<file path="src/rtl/riscv_pkg.sv">
// riscv_pkg: shared fetch-stage types and constants.
package riscv_pkg;
    typedef enum logic [2:0] {IDLE, REQ, WAIT, HOLD, DISCARD} fetch_state_t;
    localparam int INST_BYTES = 4;
    localparam logic [31:0] NOP_INST = 32'h00000013;
endpackage

</file>
<file path="src/rtl/fetch_unit.sv">
// fetch_unit: single-outstanding instruction fetch with redirect squash and decode handshake.
module fetch_unit
    import riscv_pkg::*;
#(
    parameter int XLEN = 32,
    parameter logic [XLEN-1:0] RESET_PC = '0
) (
    input  logic            clk,
    input  logic            reset,
    output logic            imem_req_valid,
    input  logic            imem_req_ready,
    output logic [XLEN-1:0] imem_req_addr,
    input  logic            imem_resp_valid,
    input  logic [XLEN-1:0] imem_resp_data,
    output logic            inst_valid,
    input  logic            inst_ready,
    output logic [XLEN-1:0] inst_data,
    output logic [XLEN-1:0] inst_pc,
    input  logic            redirect_valid,
    input  logic [XLEN-1:0] redirect_pc
);
    fetch_state_t state;
    logic [XLEN-1:0] pc;
    logic [XLEN-1:0] target;
    assign target = {redirect_pc[XLEN-1:2], 2'b00};
    assign imem_req_valid = state == REQ;
    assign imem_req_addr = pc;
    assign inst_valid = state == HOLD;
    always_ff @(posedge clk or posedge reset) begin
        if (reset) begin
            state <= IDLE;
            pc <= RESET_PC;
            inst_data <= NOP_INST;
            inst_pc <= RESET_PC;
        end else begin
            if (redirect_valid)
                pc <= target;
            case (state)
                IDLE: state <= REQ;
                // an accepted request under redirect still owes a response that must be swallowed
                REQ: if (imem_req_ready) state <= redirect_valid ? DISCARD : WAIT;
                WAIT: begin
                    if (redirect_valid) begin
                        state <= imem_resp_valid ? REQ : DISCARD;
                    end else if (imem_resp_valid) begin
                        inst_data <= imem_resp_data;
                        inst_pc <= pc;
                        state <= HOLD;
                    end
                end
                DISCARD: if (imem_resp_valid) state <= REQ;
                HOLD: begin
                    if (redirect_valid) begin
                        state <= REQ;
                    end else if (inst_ready) begin
                        pc <= pc + XLEN'(INST_BYTES);
                        state <= REQ;
                    end
                end
                default: state <= IDLE;
            endcase
        end
    end
endmodule

</file>
<file path="config.mk">
export PLATFORM = sky130hd
export DESIGN_NAME = fetch_unit
export DESIGN_NICKNAME = d
export VERILOG_FILES = /design/src/rtl/riscv_pkg.sv /design/src/rtl/fetch_unit.sv
export SDC_FILE = /design/constraint.sdc
export NUM_CORES = 1
export LEC_CHECK = 0
export BUFFER_PORTS_ARGS = -buffer_cell sky130_fd_sc_hd__buf_2
export CAP_MARGIN = 25
export CORE_AREA = 2 2 116 95
export DETAILED_ROUTE_END_ITERATION = 8
export DIE_AREA = 0 0 118 97
export PLACE_DENSITY_LB_ADDON = 0.3
export SYNTH_ARGS = -nofsm -noshare
export SYNTH_HDL_FRONTEND = slang
export SYNTH_SLANG_ARGS = --single-unit
</file>
<file path="constraint.sdc">
create_clock -name clk -period 3.1 [get_ports clk]
set_input_delay 0.62 -clock clk [delete_from_list [all_inputs] [get_ports clk]]
set_output_delay 0.62 -clock clk [all_outputs]
set_load 0.005 [all_outputs]
</file>
==> out/results.ini <==
[logic_synthesis]
ys_warn_count=0
ys_seq_area_frac=0.545
synth_cells=381
syn_avg_cell_area_um2=11.9
synth-main-ff-cell=dfrtp_1
async_reset_ff_frac=1.00
synth_nets=452
synth.distinct_cells=49
synth_edf_count=0
synth_area_mm2=0.00455
ys_ff_latch=99

[place]
dp.cells=670
portBuffers=165
gp_congestion=0.761
hpwl_um=7840

[floorplanning]
dieArea_mm2=0.0114
coreArea_mm2=0.0102
initial_utilization=0.446
die_x_um=118
ios=168
die_h_um=97
row_count=33

[clocking]
cts_resized=0
post_cts_buffers=0
cts.root.buffer_cell=clkbuf_16
cts_buffers=9
clockBufferDepth=2
insertion_delay_ns=0.34
cts-htree-levels=3
cts_tree=done
clkSinkCount=99
path_clk_slew_ns=0.07
cts_hold_buffers=0

[sta]
finalMaxSlewViolations=0
tns_ns=0
setup_viol=0
finalHoldViolCount=0
period_minus_slack_ns=2.12
clock.fmax_mhz=472
min_period_over_period=0.683
tightest_slew_ns=0.673
slew_headroom=0.552
clock_skew_ns=0.00463
grt_setup_unrepaired=false

[setup_path]
cp_top_family=simple AND/OR/NAND/NOR gates
worstPathArrival_ns=2.38
crit_chain=and4b_1 -> buf_4 -> nand4_4 -> or4_1 -> a31oi_1
cp.required_ns=3.36
cp-start-kind=flip-flop
cpMaxStageDelayCell=or4_1
cp-end-kind=flip-flop
crit_fanout=13
crit_buf_inv=1
path_class=reg2reg
crit_path_max_incr_delay_ns=0.55

[finish]
area_delta_synth_final_pct=27.4
fin_cells=686
utilization=0.568
final_cell_mix=165 x buf_2, 96 x dfrtp_1, 62 x mux2_2
mostFrequentLayoutCell=buf_2
diodes=0
drive_above_1_share=0.476
layout.nets=612

[global_routing]
grt_max_degree=100
grt_pass1_vias=3428
grt_overflow=0
grt_pass1_wl_um=17700
grtUsageTotal=0.196
antenna_found_initial=0

[route]
wl_per_cell_um=15.8
drtIter0Drc=201
num_vias=3625
drc=0
dr.pass1.iters=6
antenna_left=0
routed_wl_um=10900
via_per_inst=5.28

[pwr]
p_leak_nw=2.81
powerDensity_mw_per_mm2=692
ir_worst_vdd_mv=0.388

[min_path]
hold_class=in2async

[flow_run]
max_cap_viol_count=0

[run_status]
outcome=finished, final reports clean

## flip-flops by register name, summed over array words and instances, names as in the netlist
signal / count
state: 3
imem_req_addr: 32
inst_data: 32
inst_pc: 32
## power breakdown
group | total [mW] | switching, mW | leakage (nW) | internal (mW)
logic | 0.975 | 0.399 | 1.42 | 0.576
registers | 1.91 | 0.244 | 1.24 | 1.66
clock network | 1.13 | 0.460 | 0.153 | 0.668
## worst paths after layout
check	slack, ns	depth (start not counted)	to	startpoint
max	0.98	5	imem_req_addr[22]$_DFF_PP0_	state[2]$_DFFE_PP0P_
min	0.43	3	inst_data[30]$_DFFE_PP0P_	reset
max reg2reg	0.98	5	imem_req_addr[22]$_DFF_PP0_	state[2]$_DFFE_PP0P_
min reg2reg	0.48	1	inst_pc[28]$_DFFE_PP0P_	inst_pc[28]$_DFFE_PP0P_
max in group asynchronous	2.27	3	imem_req_addr[15]$_DFF_PP0_	reset
min in group clk	0.48	1	inst_pc[28]$_DFFE_PP0P_	inst_pc[28]$_DFFE_PP0P_
## layer usage
layer / track usage / up-vias / routed length, um
li1: - / 1726 / -
met2: 0.307 / 102 / 5240
met4: 0.0667 / 0 / 192
met5: 0 / - / 0
met1: 0.265 / 1783 / 4910
met3: 0.0501 / 14 / 531
## stage by stage
step | power (mW) | cell area, um2 | hold WS, ns | setup slack, ns
final | 4.01 | 5800 | 0.428 | 0.982
after global routing | 4.26 | 5800 | 0.465 | 0.827
after CTS | 4.07 | 5800 | 0.454 | 0.973
after detailed placement | 2.92 | 5490 | 0.469 | 0.718
after global placement | 2.88 | 5490 | 0.461 | 0.785
after floorplan | 2.42 | 4550 | 0.483 | 1.27
## cell type report
cell class / instances / area [um2]
Sequential cell: 99 / 2480
Clock inverter: 4 / 48.8
Clock buffer: 12 / 256
Inverter: 6 / 26.3
Timing Repair Buffer: 170 / 876
Fill cell: 882 / 4400
Tap cell: 140 / 175
Multi-Input combinational cell: 255 / 1930
## kinds of logic after synthesis
group	Yosys count	synth area share
simple gates	126	0.166
flops	99	0.545
mux	65	0.161
compound gates	54	0.0778
buf+inv	27	0.0302
xor+xnor	9	0.0173
fa+ha+maj	1	0.00275
## synthesized netlist by cell type, drive strengths merged, types with 4 or more instances
| cell type | n | area, um2 |
|---|---|---|
| nand4 | 11 | 105 |
| buf | 12 | 81.3 |
| inv | 6 | 22.5 |
| and2 | 5 | 31.3 |
| a31oi | 14 | 87.6 |
| and3 | 7 | 43.8 |
| mux2 | 64 | 721 |
| o31ai | 11 | 82.6 |
| nor2b | 4 | 25.0 |
| and4 | 6 | 53.8 |
| xnor2 | 6 | 52.6 |
| nand3 | 6 | 30.0 |
| or4 | 11 | 82.6 |
| nor2 | 20 | 75.1 |
| nor3 | 4 | 20.0 |
| o21ai | 16 | 80.1 |
| clkbuf | 9 | 33.8 |
| nor4 | 6 | 58.8 |
| dfrtp | 96 | 2400 |
| nand2 | 34 | 128 |
## worst register-to-register path, stage by stage (launching register included)
cell and delay, ns:
dfrtp_1 0.52, and4b_1 0.41, buf_4 0.21, nand4_4 0.18, or4_1 0.55, a31oi_1 0.17
Power figures use the tool's default switching activity.
